File: src/rtl/assist_drive_pipe_if.sv
// assist_drive_pipe_if: sample-in / current-demand-out bundle for the assist drive pipeline
interface assist_drive_pipe_if #(
  parameter int TORQUE_W = 12,
  parameter int CURR_W   = 12
);
  logic                in_vld;
  logic [TORQUE_W-1:0] avg_torque;
  logic [4:0]          cadence;
  logic                not_pedaling;
  logic [12:0]         incline;
  logic [2:0]          scale;
  logic                ramp_en;
  logic [CURR_W-1:0]   target_curr;
  logic                out_vld;
  logic                sat;
  modport master (
    output in_vld, avg_torque, cadence, not_pedaling, incline, scale, ramp_en,
    input  target_curr, out_vld, sat
  );
  modport slave (
    input  in_vld, avg_torque, cadence, not_pedaling, incline, scale, ramp_en,
    output target_curr, out_vld, sat
  );
endinterface

File: src/rtl/assist_drive_pipe.sv
// assist_drive_pipe: pipelined eBike current demand with saturation flag and up/down slew limiting
module assist_drive_pipe #(
  parameter int TORQUE_W   = 12,
  parameter int TORQUE_MIN = 'h380,
  parameter int CURR_W     = 12,
  parameter int PROD_SHIFT = 15,
  parameter int SLEW_UP    = 64,
  parameter int SLEW_DN    = 128
) (
  input logic              clk,
  input logic              rst_n,
  assist_drive_pipe_if.slave bus
);
  localparam int PW = TORQUE_W + 18;
  localparam logic [TORQUE_W:0] L_TMIN = (TORQUE_W+1)'(TORQUE_MIN);
  localparam logic [CURR_W:0]   L_UP   = (CURR_W+1)'(SLEW_UP);
  localparam logic [CURR_W:0]   L_DN   = (CURR_W+1)'(SLEW_DN);
  logic                  r_v1, r_v2, r_v3, r_v4, r_out_vld;
  logic [TORQUE_W-1:0]   r_tpos;
  logic [8:0]            r_inc;
  logic [5:0]            r_cad;
  logic [2:0]            r_scl;
  logic                  r_np1, r_np2, r_np3;
  logic [TORQUE_W+8:0]   r_p1;
  logic [8:0]            r_p2;
  logic [PW-1:0]         r_prod;
  logic [CURR_W-1:0]     r_dem, r_t;
  logic                  r_sat4, r_sat;
  logic [13:0]           w_inc_sum;
  logic [8:0]            w_inc_lim;
  logic [5:0]            w_cad_f;
  logic [TORQUE_W:0]     w_tdiff;
  logic [TORQUE_W-1:0]   w_tpos;
  logic [PW-1:0]         w_shr;
  logic                  w_hi;
  logic [CURR_W:0]       w_diff, w_mag;
  logic [CURR_W-1:0]     w_step, w_next;
  // saturating to [-512,511] then clamping +256 to [0,511] equals clamping incline+256 directly
  assign w_inc_sum = {bus.incline[12], bus.incline} + 14'd256;
  assign w_inc_lim = w_inc_sum[13] ? 9'd0 : (|w_inc_sum[12:9] ? 9'd511 : w_inc_sum[8:0]);
  assign w_cad_f   = (bus.cadence > 5'd1) ? {1'b0, bus.cadence} + 6'd32 : 6'd0;
  assign w_tdiff   = {1'b0, bus.avg_torque} - L_TMIN;
  assign w_tpos    = w_tdiff[TORQUE_W] ? '0 : w_tdiff[TORQUE_W-1:0];
  assign w_shr     = r_prod >> PROD_SHIFT;
  assign w_hi      = |w_shr[PW-1:CURR_W];
  // sign of the widened difference tells the slew direction; the step always fits CURR_W bits
  assign w_diff    = {1'b0, r_dem} - {1'b0, r_t};
  assign w_mag     = w_diff[CURR_W] ? -w_diff : w_diff;
  assign w_step    = CURR_W'(w_diff[CURR_W] ? (w_mag > L_DN ? L_DN : w_mag) : (w_mag > L_UP ? L_UP : w_mag));
  assign w_next    = !bus.ramp_en ? r_dem : (w_diff[CURR_W] ? r_t - w_step : r_t + w_step);
  always_ff @(posedge clk or negedge rst_n)
    if (!rst_n) begin
      r_v1      <= 1'b0;
      r_v2      <= 1'b0;
      r_v3      <= 1'b0;
      r_v4      <= 1'b0;
      r_out_vld <= 1'b0;
      r_tpos    <= '0;
      r_inc     <= '0;
      r_cad     <= '0;
      r_scl     <= '0;
      r_np1     <= 1'b0;
      r_np2     <= 1'b0;
      r_np3     <= 1'b0;
      r_p1      <= '0;
      r_p2      <= '0;
      r_prod    <= '0;
      r_dem     <= '0;
      r_sat4    <= 1'b0;
      r_t       <= '0;
      r_sat     <= 1'b0;
    end else begin
      r_v1      <= bus.in_vld;
      r_v2      <= r_v1;
      r_v3      <= r_v2;
      r_v4      <= r_v3;
      r_out_vld <= r_v4;
      if (bus.in_vld) begin
        r_tpos <= w_tpos;
        r_inc  <= w_inc_lim;
        r_cad  <= w_cad_f;
        r_scl  <= bus.scale;
        r_np1  <= bus.not_pedaling;
      end
      if (r_v1) begin
        r_p1  <= (TORQUE_W+9)'(r_tpos) * (TORQUE_W+9)'(r_inc);
        r_p2  <= 9'(r_cad) * 9'(r_scl);
        r_np2 <= r_np1;
      end
      if (r_v2) begin
        r_prod <= PW'(r_p1) * PW'(r_p2);
        r_np3  <= r_np2;
      end
      if (r_v3) begin
        r_dem  <= r_np3 ? '0 : (w_hi ? '1 : w_shr[CURR_W-1:0]);
        r_sat4 <= !r_np3 && w_hi;
      end
      if (r_v4) begin
        r_t   <= w_next;
        r_sat <= r_sat4;
      end
    end
  assign bus.target_curr = r_t;
  assign bus.out_vld     = r_out_vld;
  assign bus.sat         = r_sat;
endmodule

File: src/flat_wrapper.sv
// flat-port wrapper written by rule: the top's interface ports become plain ports
module assist_drive_pipe_flat 
#(
  parameter int TORQUE_W   = 12,
  parameter int TORQUE_MIN = 'h380,
  parameter int CURR_W     = 12,
  parameter int PROD_SHIFT = 15,
  parameter int SLEW_UP    = 64,
  parameter int SLEW_DN    = 128
)
  (clk, rst_n, bus_in_vld, bus_avg_torque, bus_cadence, bus_not_pedaling, bus_incline, bus_scale, bus_ramp_en, bus_target_curr, bus_out_vld, bus_sat);
  assist_drive_pipe_if #(.TORQUE_W(TORQUE_W), .CURR_W(CURR_W)) bus_i ();
  input logic clk;
  input logic rst_n;
  input wire logic [$bits(bus_i.in_vld)-1:0] bus_in_vld;
  input wire logic [$bits(bus_i.avg_torque)-1:0] bus_avg_torque;
  input wire logic [$bits(bus_i.cadence)-1:0] bus_cadence;
  input wire logic [$bits(bus_i.not_pedaling)-1:0] bus_not_pedaling;
  input wire logic [$bits(bus_i.incline)-1:0] bus_incline;
  input wire logic [$bits(bus_i.scale)-1:0] bus_scale;
  input wire logic [$bits(bus_i.ramp_en)-1:0] bus_ramp_en;
  output wire logic [$bits(bus_i.target_curr)-1:0] bus_target_curr;
  output wire logic [$bits(bus_i.out_vld)-1:0] bus_out_vld;
  output wire logic [$bits(bus_i.sat)-1:0] bus_sat;
  assign bus_i.in_vld = bus_in_vld;
  assign bus_i.avg_torque = bus_avg_torque;
  assign bus_i.cadence = bus_cadence;
  assign bus_i.not_pedaling = bus_not_pedaling;
  assign bus_i.incline = bus_incline;
  assign bus_i.scale = bus_scale;
  assign bus_i.ramp_en = bus_ramp_en;
  assign bus_target_curr = bus_i.target_curr;
  assign bus_out_vld = bus_i.out_vld;
  assign bus_sat = bus_i.sat;
  assist_drive_pipe #(.TORQUE_W(TORQUE_W), .TORQUE_MIN(TORQUE_MIN), .CURR_W(CURR_W), .PROD_SHIFT(PROD_SHIFT), .SLEW_UP(SLEW_UP), .SLEW_DN(SLEW_DN)) u_core (.clk(clk), .rst_n(rst_n), .bus(bus_i));
endmodule
File: config.mk
export PLATFORM = sky130hd
export DESIGN_NAME = assist_drive_pipe_flat
export DESIGN_NICKNAME = d
export VERILOG_FILES = /design/src/rtl/assist_drive_pipe_if.sv /design/src/rtl/assist_drive_pipe.sv /design/src/flat_wrapper.sv
export SDC_FILE = /design/constraint.sdc
export NUM_CORES = 1
export LEC_CHECK = 0
export BUFFER_PORTS_ARGS = -buffer_cell sky130_fd_sc_hd__clkbuf_2
export CORE_MARGIN = 2
export CORE_UTILIZATION = 50
export DETAILED_ROUTE_END_ITERATION = 10
export PLACE_DENSITY_LB_ADDON = 0.3
export SKIP_CTS_REPAIR_TIMING = 1
export SYNTH_ARGS = -nofsm -noshare
export SYNTH_HDL_FRONTEND = slang
export SYNTH_SLANG_ARGS = --single-unit
File: constraint.sdc
create_clock -name clk -period 15.91 [get_ports clk]
set_clock_uncertainty 0.15 [all_clocks]
set_input_delay 0.7955 -clock clk [delete_from_list [all_inputs] [get_ports clk]]
set_output_delay 0.7955 -clock clk [all_outputs]
set_load 0.03 [all_outputs]
==> flow_results.xml, run 1 <==
<?xml version="1.0" encoding="UTF-8"?>
<metrics>
  <group name="global_routing">
    <metric name="grtUsageMet2" unit="%">38.4</metric>
    <metric name="grt_most_used_layer" unit="">met2</metric>
    <metric name="grt_max_degree" unit="">73</metric>
    <metric name="globalRouteMet1Util" unit="%">30.1</metric>
    <metric name="gr-total-overflow" unit="">0</metric>
    <metric name="wire_length_of_the_first_global_routing_pass" unit="mm">57.0</metric>
    <metric name="antenna_violations_before_repair" unit="">0</metric>
    <metric name="gr-usage-met3" unit="%">3.92</metric>
    <metric name="first_global_vias" unit="">11483</metric>
    <metric name="groute.usage.overall" unit="%">22.5</metric>
  </group>
  <group name="synthesis">
    <metric name="synth.top_cells.by_area" unit="">fa_1 (28%), dfrtp_1 (18%), ha_1 (10%), inv_1 (6.4%), nand2_1 (6.4%)</metric>
    <metric name="synth_seq_area_share" unit="%">18.1</metric>
    <metric name="synth_area" unit="µm²">15100</metric>
    <metric name="synth-edff-count" unit="">0</metric>
    <metric name="dominant_register_cell_in_the_synthesized_netlist" unit="">dfrtp_1</metric>
    <metric name="syn_area_per_cell" unit="µm²">9.07</metric>
    <metric name="synth_cell_type_count" unit="">82</metric>
    <metric name="syn_nets" unit="">2035</metric>
    <metric name="fraction_of_post_synthesis_cell_area_in_the_top_cell_type_by_area" unit="%">28.0</metric>
    <metric name="postSynthRegisterBits" unit="">109</metric>
    <metric name="cell_taking_the_most_area_after_synthesis" unit="">fa_1</metric>
    <metric name="synth.yosys.warnings" unit="">0</metric>
    <metric name="synthCells" unit="">1664</metric>
    <metric name="synth_async_sr_flop_share" unit="%">100</metric>
  </group>
  <group name="detailed_routing">
    <metric name="detailedRoute.firstIterationViolations" unit="">578</metric>
    <metric name="drt-vias-per-instance" unit="">5.45</metric>
    <metric name="wl_per_cell" unit="µm">16.4</metric>
    <metric name="drc" unit="">0</metric>
    <metric name="route.vias.total" unit="">11123</metric>
    <metric name="firstDrtPassIters" unit="">5</metric>
    <metric name="antenna_violating_nets_post_route" unit="">0</metric>
    <metric name="total_wire_length_after_detailed_routing" unit="mm">33.5</metric>
  </group>
  <group name="placed_design">
    <metric name="gp_congestion" unit="">0.868</metric>
    <metric name="port_buffers" unit="">51</metric>
    <metric name="place.detailed.hpwl" unit="mm">26.4</metric>
  </group>
  <group name="timing">
    <metric name="hold_violations" unit="">0</metric>
    <metric name="setup-tns-final" unit="ns">0</metric>
    <metric name="worst-slew-pin-transition" unit="ns">0.917</metric>
    <metric name="clock.fmax" unit="MHz">142</metric>
    <metric name="timing.final.max_slew_violations" unit="">0</metric>
    <metric name="post-route-min-period" unit="ns">7.05</metric>
    <metric name="setup_viol_count_final" unit="">0</metric>
    <metric name="timing.max_slew.rel_slack" unit="%">38.8</metric>
    <metric name="layout_worst_path_cycle_share" unit="%">44.3</metric>
    <metric name="rsz_0062_raised_after_global_routing" unit="">false</metric>
  </group>
  <group name="cts">
    <metric name="cts_tree" unit="">built</metric>
    <metric name="cts.path.max_buffers" unit="">2</metric>
    <metric name="htree_num_levels" unit="">3</metric>
    <metric name="cts_root_buffer" unit="">clkbuf_16</metric>
    <metric name="clock_network_latency_to_the_later_pin_of_the_worst_skew_pair" unit="ns">0.37</metric>
    <metric name="numCtsBuffers" unit="">9</metric>
    <metric name="clk_pin_slew_worst_paths" unit="ns">0.08</metric>
    <metric name="clock_sinks" unit="">109</metric>
  </group>
  <group name="finish">
    <metric name="diodes_inserted" unit="">0</metric>
    <metric name="num-fill-cells" unit="">2673</metric>
    <metric name="final_nets" unit="">2017</metric>
    <metric name="area_growth_syn_to_layout" unit="%">4.89</metric>
    <metric name="layout_cell_share_with_drive_strength_beyond_1" unit="%">8.54</metric>
  </group>
  <group name="die">
    <metric name="die_area" unit="µm²">31600</metric>
    <metric name="core_region_area" unit="µm²">29700</metric>
    <metric name="die-height" unit="µm">178</metric>
    <metric name="horizontal_die_dimension" unit="µm">178</metric>
    <metric name="rows" unit="">63</metric>
    <metric name="design.portCount" unit="">52</metric>
    <metric name="initial_core_util" unit="%">50.8</metric>
  </group>
  <group name="critical_path">
    <metric name="critPathRequiredTime" unit="ns">16.01</metric>
    <metric name="critical-path-max-stage-delay" unit="ns">0.69</metric>
    <metric name="path_delay_family" unit="">compound AO/OA/AOI/OAI gates</metric>
    <metric name="worst_ep_arrival_time" unit="ns">7.16</metric>
    <metric name="timing.critical_path.slowest_stage_cell" unit="">a211oi_2</metric>
    <metric name="worst_setup_path_start_kind" unit="">register</metric>
    <metric name="critPathMaxFanout" unit="">9</metric>
    <metric name="timing_worst_setup_path_type" unit="">reg -&gt; reg</metric>
    <metric name="timing.critical_path.buf_inv" unit="">1</metric>
    <metric name="crit_path_end_kind" unit="">register</metric>
  </group>
  <group name="min_path">
    <metric name="hold_class" unit="">in -&gt; async</metric>
  </group>
  <group name="status">
    <metric name="outcome" unit="">completed</metric>
  </group>
  <group name="job">
    <metric name="cap_violations" unit="">0</metric>
  </group>
</metrics>
[cells by family (layout without fill, tap and decap cells)]
family | after synthesis | count (layout) | synth area share, %
simple gates | 530 | 530 | 16.4
buf+inv | 341 | 328 | 8.59
fa+ha+maj | 333 | 333 | 38.1
compound gates | 245 | 245 | 11.7
flops | 109 | 109 | 18.1
mux | 55 | 55 | 4.02
xor+xnor | 51 | 51 | 3.06
[Yosys cell counts (5+ instances only)]
library cell,number
dfrtp_1,109
nor2_1,85
fa_1,211
nand2_1,256
nor4_1,5
a21o_1,23
nor3_1,12
o211ai_1,5
o21bai_1,7
o21a_1,12
and3_1,7
o2bb2ai_1,8
nor2b_1,8
mux2i_1,10
o31ai_1,7
nand2b_1,8
clkbuf_1,78
a21oi_1,52
o21ai_0,50
ha_1,122
mux2_2,45
nand4_1,8
nand3_1,16
inv_1,257
a211o_1,5
and2_1,104
xor2_1,16
a21boi_0,13
a211oi_1,5
xnor2_1,33
[state kept, by name, summed over array words and instances (netlist names), 3 cells and up]
signal / flops
u_core.r_p2: 9
u_core.r_dem: 12
u_core.r_tpos: 12
u_core.r_prod: 15
u_core.bus.target_curr: 12
u_core.r_p1: 21
u_core.r_scl: 3
u_core.r_cad: 6
u_core.r_inc: 9
[worst paths after layout]
check,slack (ns),cells past startpoint,startpoint,end
setup reg to reg,8.86,26,u_core.bus.target_curr[0]$_DFFE_PN0P_,u_core.bus.target_curr[11]$_DFFE_PN0P_
max in group asynchronous,14.07,2,rst_n,u_core.r_p2[1]$_DFFE_PN0P_
hold reg to reg,0.34,2,u_core.r_prod[21]$_DFFE_PN0P_,u_core.r_prod[21]$_DFFE_PN0P_
setup / recovery,8.86,26,u_core.bus.target_curr[0]$_DFFE_PN0P_,u_core.bus.target_curr[11]$_DFFE_PN0P_
min in group clk,0.34,2,u_core.r_prod[21]$_DFFE_PN0P_,u_core.r_prod[21]$_DFFE_PN0P_
hold / removal,0.24,1,rst_n,u_core.bus.target_curr[0]$_DFFE_PN0P_
[cells in the final DEF (no fill, tap or decap), types with 5 or more instances in the layout]
master | synthesis | routed
o21bai_1 | 7 | 7
fa_1 | 211 | 211
nor2b_1 | 8 | 8
inv_1 | 257 | 257
nor3_1 | 12 | 12
o31ai_1 | 7 | 7
o21a_1 | 12 | 12
a21o_1 | 23 | 23
dfrtp_1 | 109 | 109
clkbuf_2 | 0 | 50
o211ai_1 | 5 | 5
and3_1 | 7 | 7
nand3_1 | 16 | 16
nor4_1 | 5 | 5
nor2_1 | 85 | 85
a21boi_0 | 13 | 13
clkbuf_16 | 0 | 9
ha_1 | 122 | 122
o2bb2ai_1 | 8 | 8
nand2_1 | 256 | 256
xnor2_1 | 33 | 33
nand2b_1 | 8 | 8
and2_1 | 104 | 104
mux2i_1 | 10 | 10
a211o_1 | 5 | 5
o21ai_0 | 50 | 50
a21oi_1 | 52 | 52
nand4_1 | 8 | 8
xor2_1 | 16 | 16
buf_4 | 1 | 5
a211oi_1 | 5 | 5
mux2_2 | 45 | 45
[metrics by stage]
step / utilization [%] / worst slack, ns / std cells / area (µm²) / hold slack, ns
after floorplan: - / 9.66 / 1664 / 15100 / 0.199
after global placement: 52.3 / 9.08 / 2025 / 15500 / 0.313
after detailed placement: 52.3 / 9.00 / 2025 / 15500 / 0.316
after CTS: 53.3 / 8.96 / 2041 / 15800 / 0.254
after global routing: 53.3 / 8.17 / 2041 / 15800 / 0.267
final: 53.3 / 8.86 / 2041 / 15800 / 0.237
[layout make-up]
type,instances,area (µm²),area share (%)
inverters,257,965,6.09
repair buffers,55,288,1.82
clock buffers,11,243,1.53
clock inverters,5,51.3,0.324
well taps,390,488,3.08
multi-input cells,1214,11100,69.9
flip-flops and latches,109,2730,17.2
[metal layers]
metal	routed length, µm	up-vias
li1	-	5281
met1	14800	5495
met2	16200	302
met3	1930	45
met4	507	0
met5	0	-
Power of run 1 is not shown: default switching activity piles up to over one toggle a cycle in this logic, so the estimate is an artifact.
==> run 2, diff against run 1 <==
Clock period 15.91 ns to 5.7 ns, I/O delays scaled along.
==> flow_results.xml, run 2 (same netlist as run 1, synthesis figures left out) <==
<?xml version="1.0" encoding="UTF-8"?>
<metrics>
  <group name="cts">
    <metric name="clock_network_latency_to_the_later_pin_of_the_worst_skew_pair" unit="ns">0.36</metric>
    <metric name="clock_sinks" unit="">109</metric>
    <metric name="cts_tree" unit="">built</metric>
    <metric name="clk_pin_slew_worst_paths" unit="ns">0.07</metric>
    <metric name="cts_root_buffer" unit="">clkbuf_16</metric>
    <metric name="numCtsBuffers" unit="">9</metric>
    <metric name="htree_num_levels" unit="">3</metric>
    <metric name="cts.path.max_buffers" unit="">2</metric>
  </group>
  <group name="finish">
    <metric name="finish.utilization" unit="%">60.2</metric>
    <metric name="area_growth_syn_to_layout" unit="%">18.5</metric>
    <metric name="layout_top_registers" unit="">u_core.r_p1 x21, u_core.r_prod x15</metric>
    <metric name="diodes_inserted" unit="">0</metric>
    <metric name="largest_reg_flops" unit="">21</metric>
    <metric name="final_nets" unit="">2209</metric>
    <metric name="registers.top_by_ff_count" unit="">u_core.r_p1</metric>
    <metric name="layout_common_cells" unit="">inv_1 (254), nand2_1 (251), fa_1 (207)</metric>
    <metric name="layout.cells.most_common" unit="">inv_1</metric>
    <metric name="layout_cell_share_with_drive_strength_beyond_1" unit="%">22.7</metric>
  </group>
  <group name="global_routing">
    <metric name="globalRouteMet1Util" unit="%">29.9</metric>
    <metric name="first_global_vias" unit="">12455</metric>
    <metric name="groute.usage.overall" unit="%">22.8</metric>
    <metric name="grtUsageMet2" unit="%">40.7</metric>
    <metric name="wire_length_of_the_first_global_routing_pass" unit="mm">58.6</metric>
    <metric name="grt_max_degree" unit="">70</metric>
    <metric name="gr-usage-met3" unit="%">2.16</metric>
    <metric name="antenna_violations_before_repair" unit="">0</metric>
    <metric name="gr-total-overflow" unit="">0</metric>
    <metric name="grt_most_used_layer" unit="">met2</metric>
  </group>
  <group name="job">
    <metric name="cap_violations" unit="">0</metric>
  </group>
  <group name="critical_path">
    <metric name="timing.critical_path.buf_inv" unit="">2</metric>
    <metric name="cp_common_cell" unit="">fa_1</metric>
    <metric name="worst_setup_path_start_kind" unit="">register</metric>
    <metric name="critical_path.reg2reg.startpoint" unit="">u_core.r_p2[3]$_DFFE_PN0P_</metric>
    <metric name="timing.critical_path.slowest_stage_cell" unit="">fa_1</metric>
    <metric name="critical-path-max-stage-delay" unit="ns">0.58</metric>
    <metric name="crit_path_end_kind" unit="">register</metric>
    <metric name="critPathMaxFanout" unit="">7</metric>
    <metric name="path_delay_family" unit="">adder cells</metric>
    <metric name="worst_ep_arrival_time" unit="ns">6.00</metric>
    <metric name="rrSetupSlack" unit="ns">-0.21</metric>
    <metric name="timing.critical_path.cells" unit="">buf_6, and2_4, fa_1, fa_1, fa_1, fa_1, ha_2, or4_4, a221o_1, a211oi_2, o31ai_4, a211oi_2, buf_4, o21ai_4, and4_4, a2111oi_4, o21bai_1, xor2_1, mux2_4</metric>
    <metric name="worstRegToRegCells" unit="">19</metric>
    <metric name="worstReg2RegEnd" unit="">u_core.r_prod[27]$_DFFE_PN0P_</metric>
    <metric name="critPathRequiredTime" unit="ns">5.79</metric>
    <metric name="timing_worst_setup_path_type" unit="">reg -&gt; reg</metric>
  </group>
  <group name="detailed_routing">
    <metric name="firstDrtPassIters" unit="">5</metric>
    <metric name="route.vias.total" unit="">11871</metric>
    <metric name="drc" unit="">0</metric>
    <metric name="total_wire_length_after_detailed_routing" unit="mm">34.2</metric>
    <metric name="drt-vias-per-instance" unit="">5.32</metric>
    <metric name="antenna_violating_nets_post_route" unit="">0</metric>
    <metric name="detailedRoute.firstIterationViolations" unit="">543</metric>
    <metric name="wl_per_cell" unit="µm">15.3</metric>
  </group>
  <group name="die">
    <metric name="horizontal_die_dimension" unit="µm">178</metric>
    <metric name="core_region_area" unit="µm²">29700</metric>
    <metric name="die_area" unit="µm²">31600</metric>
    <metric name="design.portCount" unit="">52</metric>
    <metric name="die-height" unit="µm">178</metric>
    <metric name="rows" unit="">63</metric>
    <metric name="initial_core_util" unit="%">50.8</metric>
  </group>
  <group name="timing">
    <metric name="timing.max_slew.rel_slack" unit="%">35.1</metric>
    <metric name="timing.final.max_slew_violations" unit="">0</metric>
    <metric name="rsz_0062_raised_after_global_routing" unit="">true</metric>
    <metric name="post-route-min-period" unit="ns">5.91</metric>
    <metric name="timing.final.ws_setup" unit="ns">-0.207</metric>
    <metric name="worst-slew-pin-transition" unit="ns">0.974</metric>
    <metric name="setup_viol_count_final" unit="">6</metric>
    <metric name="layout_worst_path_cycle_share" unit="%">104</metric>
    <metric name="hold-worst-slack" unit="ns">-0.0276</metric>
    <metric name="hold_violations" unit="">4</metric>
    <metric name="clock.fmax" unit="MHz">169</metric>
  </group>
  <group name="placed_design">
    <metric name="gp_congestion" unit="">0.896</metric>
    <metric name="port_buffers" unit="">51</metric>
    <metric name="placement.setup.worst_slack" unit="ns">-0.352</metric>
    <metric name="place.detailed.hpwl" unit="mm">27.9</metric>
  </group>
  <group name="min_path">
    <metric name="worstHoldEndpoint" unit="">u_core.r_tpos[0]$_DFFE_PN0P_</metric>
    <metric name="hold_class" unit="">in -&gt; reg</metric>
    <metric name="min_path_cells" unit="">3</metric>
    <metric name="holdCritStartpoint" unit="">bus_avg_torque[0]</metric>
  </group>
  <group name="status">
    <metric name="outcome" unit="">finished with violations</metric>
    <metric name="violations" unit="">hold timing, setup timing</metric>
  </group>
</metrics>
[run 2: cell types whose count changed in the layout (fill, tap and decap cells not counted), moves of 5 or more]
cell	delta
nand2_1	-5
buf_4	+179
o21ai_0	-9
ha_1	-8
dfrtp_2	+18
a21oi_1	-9
dfrtp_1	-18
a21oi_2	+6
[run 2: routing by layer]
layer	share of wire, %	up-vias	routed length [µm]
met3	3.0	58	1020
met5	0	-	0
met4	1.9	0	659
met2	50	228	17200
li1	-	5651	-
met1	45	5934	15400
[run 2: worst max path at each step]
stage	startpoint	endpoint	slack, ns	cells after the start
floorplan	u_core.bus.target_curr[0]$_DFFE_PN0P_	u_core.bus.target_curr[11]$_DFFE_PN0P_	-0.05	27
global placement	u_core.r_p2[2]$_DFFE_PN0P_	u_core.r_prod[27]$_DFFE_PN0P_	-0.19	19
detailed placement	u_core.bus.target_curr[0]$_DFFE_PN0P_	u_core.bus.target_curr[11]$_DFFE_PN0P_	-0.35	29
CTS	u_core.r_dem[0]$_DFFE_PN0P_	u_core.bus.target_curr[11]$_DFFE_PN0P_	-0.40	30
global route	u_core.r_p2[3]$_DFFE_PN0P_	u_core.r_prod[27]$_DFFE_PN0P_	-0.44	20
finish	u_core.r_p2[3]$_DFFE_PN0P_	u_core.r_prod[27]$_DFFE_PN0P_	-0.21	19
[run 2: worst register-to-register path, stage by stage, from the launching register on]
cell and delay [ns]:
dfrtp_2 0.45, buf_6 0.14, and2_4 0.13, fa_1 0.49, fa_1 0.58, fa_1 0.44, fa_1 0.47, ha_2 0.19
or4_4 0.51, a221o_1 0.31, a211oi_2 0.31, o31ai_4 0.13, a211oi_2 0.23, buf_4 0.16, o21ai_4 0.06, and4_4 0.19
a2111oi_4 0.33, o21bai_1 0.12, xor2_1 0.15, mux2_4 0.26
[run 2: per-stage QoR]
stage / setup TNS (ns) / area (µm²) / instances
after global routing: -3.02 / 17900 / 2233
after global placement: -0.802 / 17000 / 2189
after CTS: -2.17 / 17300 / 2205
after detailed placement: -1.84 / 17000 / 2189
final: -0.797 / 17900 / 2233
after floorplan: -0.0467 / 15300 / 1664
[run 2: cell type report]
type                       count  area (µm²)
clock inverter                 4        72.6
multi-input combinational   1214       11600
timing repair buffer         247        1810
inverter                     257         965
fill                        2483       11800
sequential                   109        2750
clock buffer                  12         246
tap                          390         488
Power of run 2 is left out for the same reason.
